===== config.mk =====
export PLATFORM = sky130hd
export DESIGN_NAME = race_sequencer
export DESIGN_NICKNAME = d
export VERILOG_FILES = /design/src/rtl/race_sequencer_pkg.sv /design/src/rtl/race_sequencer_sec_tick.sv /design/src/rtl/race_sequencer.sv
export SDC_FILE = /design/constraint.sdc
export NUM_CORES = 1
export LEC_CHECK = 0
export ABC_AREA = 1
export BUFFER_PORTS_ARGS = -buffer_cell sky130_fd_sc_hd__clkbuf_2
export CAP_MARGIN = 25
export CORE_MARGIN = 5
export CORE_UTILIZATION = 50
export DETAILED_ROUTE_END_ITERATION = 6
export PLACE_DENSITY = 0.8
export SLEW_MARGIN = 10
export SYNTH_ARGS = -nofsm -noshare
export SYNTH_HDL_FRONTEND = slang
export SYNTH_SLANG_ARGS = --single-unit

===== constraint.sdc =====
create_clock -name pclk -period 5 [get_ports pclk]
set_input_delay 0 -clock pclk [delete_from_list [all_inputs] [get_ports pclk]]
set_output_delay 0 -clock pclk [all_outputs]
set_load 0.005 [all_outputs]

===== src/rtl/race_sequencer_pkg.sv =====
`default_nettype none
// ============================================================================
// Module      : race_sequencer_pkg
// Description : Shared game definitions for the race sequencer. It holds the
//               race state enumeration, the default lap and countdown
//               constants, and small state-decode helpers used by the top.
// Revision    : 1.0 - initial release
// ============================================================================
package race_sequencer_pkg;

    // Default number of laps per race (legal range 1..15).
    localparam int unsigned DEFAULT_LAPS      = 3;
    // Default first countdown digit (legal range 1..9).
    localparam int unsigned DEFAULT_COUNTDOWN = 3;

    // Race phases. The width is explicit so the state register has a fixed
    // size that does not depend on how many states exist.
    typedef enum logic [2:0] {
        ST_IDLE      = 3'd0,
        ST_COUNTDOWN = 3'd1,
        ST_GO        = 3'd2,
        ST_RACING    = 3'd3,
        ST_FINISHED  = 3'd4,
        ST_DNF       = 3'd5
    } race_state_t;

    // True while the car may drive: the lap timer runs, controls pass through,
    // and lap / timeout events are acted on.
    function automatic logic is_live(input race_state_t s);
        return (s == ST_GO) || (s == ST_RACING);
    endfunction

    // True while the countdown overlay (a digit or "GO") is on screen.
    function automatic logic is_overlay(input race_state_t s);
        return (s == ST_COUNTDOWN) || (s == ST_GO);
    endfunction

endpackage : race_sequencer_pkg
`default_nettype wire


===== src/rtl/race_sequencer_sec_tick.sv =====
`default_nettype none
// ============================================================================
// Module      : sec_tick
// Description : Seconds divider for the race sequencer. Counts pclk cycles
//               from 0 to CYCLES_PER_SEC-1 while enabled and raises tick for
//               the single cycle on which the count sits at its last value,
//               wrapping back to 0 on the following edge. A clear restarts
//               the count at 0 so every state starts with a full second.
// Ports       : pclk   - pixel clock
//               rst    - synchronous, active-high reset
//               clear  - restart the second from 0 on the next edge
//               enable - count this cycle
//               tick   - one-cycle pulse marking the end of a second
// Revision    : 1.0 - initial release
// ============================================================================
module sec_tick #(
    parameter int unsigned CYCLES_PER_SEC = 65_000_000
) (
    input  logic pclk,
    input  logic rst,
    input  logic clear,
    input  logic enable,
    output logic tick
);

    // A one-cycle second still needs a one-bit counter to stay well formed.
    localparam int unsigned CNT_W = (CYCLES_PER_SEC > 1) ? $clog2(CYCLES_PER_SEC) : 1;
    localparam logic [CNT_W-1:0] LAST_COUNT = CNT_W'(CYCLES_PER_SEC - 1);

    logic [CNT_W-1:0] count_q;
    logic [CNT_W-1:0] count_d;

    // The tick is decoded from the registered count so it is glitch-free and
    // lines up with the cycle in which the state machine acts on it.
    assign tick = enable && (count_q == LAST_COUNT);

    always_comb begin
        count_d = count_q;
        if (clear) begin
            count_d = '0;
        end else if (enable) begin
            count_d = tick ? '0 : count_q + 1'b1;
        end
    end

    always_ff @(posedge pclk) begin
        if (rst) begin
            count_q <= '0;
        end else begin
            count_q <= count_d;
        end
    end

endmodule : sec_tick
`default_nettype wire


===== src/rtl/race_sequencer.sv =====
`default_nettype none
// ============================================================================
// Module      : race_sequencer
// Description : Race flow controller. Runs a digit countdown followed by a
//               one-second "GO", then a race of LAPS laps that ends either in
//               FINISHED (all laps done) or DNF (lap time limit exceeded).
//               Dropping game_visible returns to IDLE from anywhere. Every
//               output comes straight from a flop.
// Ports       : pclk              - 65 MHz pixel clock, the only clock
//               rst               - synchronous, active-high reset
//               game_visible      - high while the game screen is shown
//               lap_finished      - one-cycle pulse per valid lap
//               max_time_exceeded - lap time limit reached (level)
//               controls_in       - raw car controls {R,L,D,U}
//               controls_out      - controls passed to the car, 0 when frozen
//               timer_run         - lap timer enable
//               countdown_visible - countdown digit or "GO" on screen
//               countdown_digit   - digit to show, 0 meaning "GO"
//               lap_count         - completed laps
//               race_finished     - race completed
//               race_dnf          - race ended by timeout
// Revision    : 1.0 - initial release
// ============================================================================
module race_sequencer
    import race_sequencer_pkg::*;
#(
    parameter int unsigned CYCLES_PER_SEC = 65_000_000,
    parameter int unsigned LAPS           = DEFAULT_LAPS,
    parameter int unsigned COUNTDOWN      = DEFAULT_COUNTDOWN
) (
    input  logic       pclk,
    input  logic       rst,
    input  logic       game_visible,
    input  logic       lap_finished,
    input  logic       max_time_exceeded,
    input  logic [3:0] controls_in,
    output logic [3:0] controls_out,
    output logic       timer_run,
    output logic       countdown_visible,
    output logic [3:0] countdown_digit,
    output logic [3:0] lap_count,
    output logic       race_finished,
    output logic       race_dnf
);

    localparam logic [3:0] LAPS_TARGET = 4'(LAPS);
    localparam logic [3:0] FIRST_DIGIT = 4'(COUNTDOWN);

    race_state_t state_q;
    race_state_t state_d;
    logic [3:0]  digit_q;
    logic [3:0]  digit_d;
    logic [3:0]  laps_q;
    logic [3:0]  laps_d;
    logic [3:0]  controls_q;
    logic        timer_run_q;
    logic        overlay_q;
    logic        finished_q;
    logic        dnf_q;

    logic        sec_done;
    logic        sec_clear;
    logic        sec_enable;
    logic [3:0]  laps_inc;

    // ------------------------------------------------------------------------
    // Second divider. Clearing on every state change means a state is always
    // entered with a fresh second; countdown digit changes reuse the natural
    // wrap of the counter instead.
    // ------------------------------------------------------------------------
    assign sec_clear  = (state_d != state_q);
    assign sec_enable = (state_q == ST_COUNTDOWN) || (state_q == ST_GO);

    sec_tick #(
        .CYCLES_PER_SEC (CYCLES_PER_SEC)
    ) u_sec_tick (
        .pclk   (pclk),
        .rst    (rst),
        .clear  (sec_clear),
        .enable (sec_enable),
        .tick   (sec_done)
    );

    assign laps_inc = laps_q + 4'd1;

    // ------------------------------------------------------------------------
    // Next-state logic
    // ------------------------------------------------------------------------
    always_comb begin
        state_d = state_q;
        digit_d = digit_q;
        laps_d  = laps_q;

        if (!game_visible) begin
            // Leaving the game screen abandons whatever is in progress.
            state_d = ST_IDLE;
            digit_d = 4'd0;
            laps_d  = 4'd0;
        end else begin
            case (state_q)
                ST_IDLE: begin
                    state_d = ST_COUNTDOWN;
                    digit_d = FIRST_DIGIT;
                    laps_d  = 4'd0;
                end

                ST_COUNTDOWN: begin
                    if (sec_done) begin
                        if (digit_q == 4'd1) begin
                            state_d = ST_GO;
                            digit_d = 4'd0;
                        end else begin
                            digit_d = digit_q - 4'd1;
                        end
                    end
                end

                ST_GO, ST_RACING: begin
                    if (state_q == ST_GO && sec_done) begin
                        state_d = ST_RACING;
                    end
                    // A lap completing on the same cycle as the timeout still
                    // counts; race-ending outcomes override the GO expiry.
                    if (lap_finished) begin
                        laps_d = laps_inc;
                        if (laps_inc == LAPS_TARGET) begin
                            state_d = ST_FINISHED;
                        end
                    end else if (max_time_exceeded) begin
                        state_d = ST_DNF;
                    end
                end

                ST_FINISHED, ST_DNF: begin
                    // Terminal until the game screen is left.
                end

                default: begin
                    state_d = ST_IDLE;
                    digit_d = 4'd0;
                    laps_d  = 4'd0;
                end
            endcase
        end
    end

    // ------------------------------------------------------------------------
    // State and output registers. Status outputs are decoded from the next
    // state so they change on the same edge as the state itself.
    // ------------------------------------------------------------------------
    always_ff @(posedge pclk) begin
        if (rst) begin
            state_q     <= ST_IDLE;
            digit_q     <= 4'd0;
            laps_q      <= 4'd0;
            controls_q  <= 4'd0;
            timer_run_q <= 1'b0;
            overlay_q   <= 1'b0;
            finished_q  <= 1'b0;
            dnf_q       <= 1'b0;
        end else begin
            state_q     <= state_d;
            digit_q     <= digit_d;
            laps_q      <= laps_d;
            controls_q  <= is_live(state_d) ? controls_in : 4'd0;
            timer_run_q <= is_live(state_d);
            overlay_q   <= is_overlay(state_d);
            finished_q  <= (state_d == ST_FINISHED);
            dnf_q       <= (state_d == ST_DNF);
        end
    end

    assign controls_out      = controls_q;
    assign timer_run         = timer_run_q;
    assign countdown_visible = overlay_q;
    assign countdown_digit   = digit_q;
    assign lap_count         = laps_q;
    assign race_finished     = finished_q;
    assign race_dnf          = dnf_q;

endmodule : race_sequencer
`default_nettype wire


# After elaboration in Yosys (flattened, before gate mapping)

Cells that the tools add are included.

Register bits after elaboration: 45
Input bits: 9
Output and inout bits: 16
Logic and storage cells: 61

Add/subtract/negate cells: 3
Eq/ne operators: 16
Multiplexer cells: 14
Bitwise gates (word level): 4
Reductions and logical operators: 15

Operators by type and width:

| operator              | count |
|---|---|
| $add 26x1->26 const B | 1 |
| $eq 26x26->1 const B  | 1 |
| $mux 26               | 1 |
| $mux 3                | 7 |
| $eq 3x2->1 const B    | 4 |
| $eq 3x3->1 const B    | 4 |
| $mux 4                | 3 |
| $pmux 3 s4            | 1 |
| $pmux 4 s3            | 1 |
| $reduce_or 2->1       | 5 |
| $pmux 4 s2            | 1 |
| $eq 3x1->1 const B    | 2 |
| $add 4x1->4 const B   | 1 |
| $eq 4x1->1 const B    | 1 |
| $eq 4x2->1 const B    | 1 |
| $ne 2x2->1 const B    | 2 |
| $not 1->1             | 4 |
| $reduce_and 2->1      | 2 |
| $reduce_or 4->1       | 1 |
| $sub 4x1->4 const B   | 1 |
| $logic_not 3->1       | 1 |
| $logic_or 1x1->1      | 3 |
| $ne 3x3->1            | 1 |
| $reduce_or 3->1       | 1 |
| $logic_and 1x1->1     | 2 |

# Depth between registers and ports, before layout

Word-level depth: 13
Depth in mapped cells: 16
Depth with buffers taken out: 15

# Modules after synthesis

A second synthesis with hierarchy kept.

Cells, all modules: 402
Area, all modules: 2566.2 µm²

By module, submodules not included:

| module         | times used | cells each | area each (µm²) |
|---|---|---|---|
| sec_tick       | 1          | 262        | 1594.0 |
| race_sequencer | 1          | 140        | 972.2 |

# Worst setup path before layout

OpenSTA, ideal clock, no wires.

Path type: reg-to-reg
From: register u_sec_tick.count_q[0]
To: register u_sec_tick.count_q[17]
Setup time: 118 ps
Data arrival time: 1826 ps
Data required time: 4882 ps
Slack: 3056 ps
Stages on the path, launching flop included: 16
Buffers on the path: 1
Clock period less this slack: 1944 ps
Cells stage by stage: dfxtp_1 ha_1 nand2_1 nor2_1 nand2_1 nor2_1 nand3_2 nand2_1 nand2_1 nor2_1 nand2_1 nand2_2 nand2_2 nand3_4 buf_6 nor2_2

Longest elaborated chain between the ends: 10

Ends and longest elaborated chain:

| element                          | line                                         | text |
|---|---|---|
| start: declaration               | race_sequencer_sec_tick.sv:30                | `logic [CNT_W-1:0] count_q;` |
| start signal: assignment         | race_sequencer_sec_tick.sv:50                | `count_q <= count_d;` |
| $eq 26x26->1                     | race_sequencer_sec_tick.sv:35                | `assign tick = enable && (count_q == LAST_COUNT);` |
| $logic_and 1x1->1                | race_sequencer_sec_tick.sv:35                |  |
| $logic_and 1x1->1                | race_sequencer.sv:119                        | `if (state_q == ST_GO && sec_done) begin` |
| $mux 3                           | race_sequencer.sv:119                        |  |
| $mux 3, on equally long branches | race_sequencer.sv:129, race_sequencer.sv:126 |  |
| $mux 3                           | race_sequencer.sv:124                        | `if (lap_finished) begin` |
| $pmux 3 s4                       | race_sequencer.sv:100                        | `case (state_q)` |
| $mux 3                           | race_sequencer.sv:94                         | `if (!game_visible) begin` |
| $ne 3x3->1                       | race_sequencer.sv:71                         | `assign sec_clear = (state_d != state_q);` |
| $reduce_or 2->1 (no source line) | n/a                                          |  |

Parallel ways exist; a longest one is shown, timed or not.
A chain may end at the register's enable or synchronous reset.

# Worst setup path after layout

From: register u_sec_tick.count_q[0]
To: register u_sec_tick.count_q[23]

The elaborated chain is that of the path after synthesis.

==> results_dict.tcl <==
set metrics [dict create \
    status "completed" \
    p_total_w 0.000658 \
    synth-seq-area-share_pct 33.7 \
    synth_edf_count 0 \
    path_common_cell "nand2_1" \
    worstSetupPathType "reg2reg" \
    ys_types 34 \
    grt_overflow 0 \
    antenna_found_initial 0 \
    cts_resized 0 \
    synthAdderAreaFrac_pct 2.34 \
    die_y_um 83.1 \
    synthTopCellsByArea "dfxtp_1 (34%), nand2_1 (9.8%), inv_1 (9.5%)" \
    crit_required_ns 5.23 \
    dpl_worst_slack_ns 2.60 \
    drv_cap 0 \
    crit_path_top_delay_cell "dfxtp_1" \
    clock_latency_ns 0.31 \
    cts_sinks 45 \
    grt_usage_pct 18.3 \
    synth_top_family_by_area "simple AND/OR/NAND/NOR gates" \
    coreArea_um2 5140 \
    pin_count 25 \
    syn2layout_area_growth_pct 12.4 \
    rsz0062_at_grt "no" \
    setup_viol 0 \
    grt_max_degree 27 \
    synth_xor_area_share_pct 3.28 \
    relSlewSlack_pct 70.3 \
    cp-end-kind "flop" \
    postSynth.asyncResetShare_pct 0 \
    finalHoldViolCount 0 \
    worstPathCellList "ha_1 > nand2_1 > nor2_1 > nand2_1 > nor2_1 > nand3_2 > nand2_1 > nand2_1 > nand2_1 > nand2_1 > nand2_1 > nand2_2 > nand2_2 > nand3_4 > nor2_1" \
    finish.instance_area_um2 3010 \
    root_buffer "clkbuf_8" \
    nets 448 \
    worstMarginPinSlew_ns 0.446 \
    ys_seq_elements 45 \
    fin_worst_skew_ns 0.00791 \
    finalSetupTns_ns 0 \
    hp-class "in2reg" \
    slowest_delay_ns 0.37 \
    max-vdd-ir-drop_mv 0.216 \
    drt_wl_total_um 5960 \
    critPathMaxFanout 26 \
    wl_per_cell_um 11.8 \
    grt_pass1_vias 2511 \
    fmax_mhz 416 \
    multi_input_area_um2 1480 \
    synth_compound_area_share_pct 8.52 \
    fp-row-count 26 \
    cts_tree "yes" \
    diodes 0 \
    seq_area_um2 901 \
    synth-simple-area-share_pct 41.3 \
    layout_min_cycle_time_ns 2.40 \
    setup.worst_path.start_class "flop" \
    io_buffers 24 \
    syn_inst 401 \
    crit_start "u_sec_tick.count_q[0]" \
    setup_ws_ns 2.60 \
    viasPerCell 5.10 \
    die_x_um 83.1 \
    initial_core_util_pct 52.0 \
    p_leak_nw 1.16 \
    clkTransAtPathRegs_ns 0.09 \
    die-area_um2 6910 \
    hpwl_um 4420 \
    synthMuxAreaShare_pct 0 \
    drt-initial-drc-count 154 \
    cts_setup_buffers 0 \
    critical_path_arrival_ns 2.63 \
    ys_warn_count 0 \
    yosys.area.top_type "dfxtp_1" \
    ant_nets 0 \
    synth.avg_cell_area_um2 6.67 \
    vias 2576 \
    clock_path_buffers 2 \
    postCtsHoldBufs 5 \
    period_share_pct 48.1 \
    numCtsBuffers 5 \
    final_layout_size_suffix_gt1_share_pct 17.5 \
    firstDrtPassIters 4 \
    whs_ns 0.0349 \
    r2r-start "u_sec_tick.count_q[0]" \
    p_per_area_nw_per_um2 219 \
    nFillCells 515 \
    place_area_um2 2860 \
    drv_slew 0 \
    hp-start "game_visible" \
    synth_top_flop_cell "dfxtp_1" \
    syn-num-nets 415 \
    h-tree-depth 2 \
    grt_pass1_wl_um 10700 \
    gp_congestion 0.997 \
    remaining_drc_errors 0 \
    netlist_area_um2 2670 \
    synth_top_area_share_pct 33.7 \
]
Yosys cell counts, drive strengths merged (5+ instances only):
library cell  count
nor4              5
nand2            76
nor2             89
dfxtp            45
nor3              9
nand3            27
inv              70
nand4            15
xor2              8
a21oi            14
ha                5
o21ai            19
power breakdown:
group	switching [W]	leakage, nW	internal [W]
Clock	0.000131	0.0518	0.000115
Combinational	0.0000322	0.740	0.0000171
Sequential	0.00000203	0.363	0.000361
cell families (layout without fill, tap and decap cells):
kind of cell    after synthesis  after routing
compound gates               41             41
xor+xnor                     10             10
fa+ha+maj                     5              5
buf+inv                      73            107
flops                        45             45
simple gates                227            227
final timing paths:
path | to | slack, ns | cells after the start
setup reg to reg | u_sec_tick.count_q[23] | 2.60 | 15
hold / removal | state_q[0] | 0.03 | 3
hold reg to reg | lap_count[3] | 0.50 | 2
setup / recovery | u_sec_tick.count_q[23] | 2.60 | 15
flip-flops by register name (all words and copies together) (netlist names):
signal / flops
countdown_digit: 4
timer_run: 1
race_dnf: 1
state_q: 3
controls_out: 4
countdown_visible: 1
u_sec_tick.count_q: 26
lap_count: 4
race_finished: 1
worst max-delay path: cells and delay by family (launching register included):
family	cells	cell delay [ns]
adder cells (fa/ha/maj)	1	0.23
flip-flops	1	0.37
AND/OR/NAND/NOR	14	1.72
per-stage QoR:
step                std cells  utilization, %
floorplan                 401               -
global placement          492            55.6
detailed placement        492            55.6
CTS                       505            58.5
global route              505            58.5
finish                    505            58.5
per-layer routing:
metal  share of wire (%)  GRT usage, %
met2                  46          29.6
met3                 5.7          4.06
met1                  46          23.0
met4                 2.9          8.47
met5                   0             0
placed cells by master (no fill, tap or decap), drive strengths merged, types with 3 or more instances in the layout:
master,synthesis,final
inv,70,71
nor4,5,5
nand2,76,76
nor3,9,9
a21oi,14,14
dlygate4sd3,0,5
o21ai,19,19
nand3,27,27
ha,5,5
nand4,15,15
xor2,8,8
nor2,89,89
clkbuf,1,30
dfxtp,45,45
or2,3,3
layout make-up:
class,instances,area share [%]
Timing Repair Buffer,29,5.66
Tap cell,70,2.91
Sequential cell,45,30.0
Clock inverter,2,0.583
Multi-Input combinational cell,283,49.3
Clock buffer,6,2.75
Inverter,70,8.83
Power figures use the tool's default switching activity.
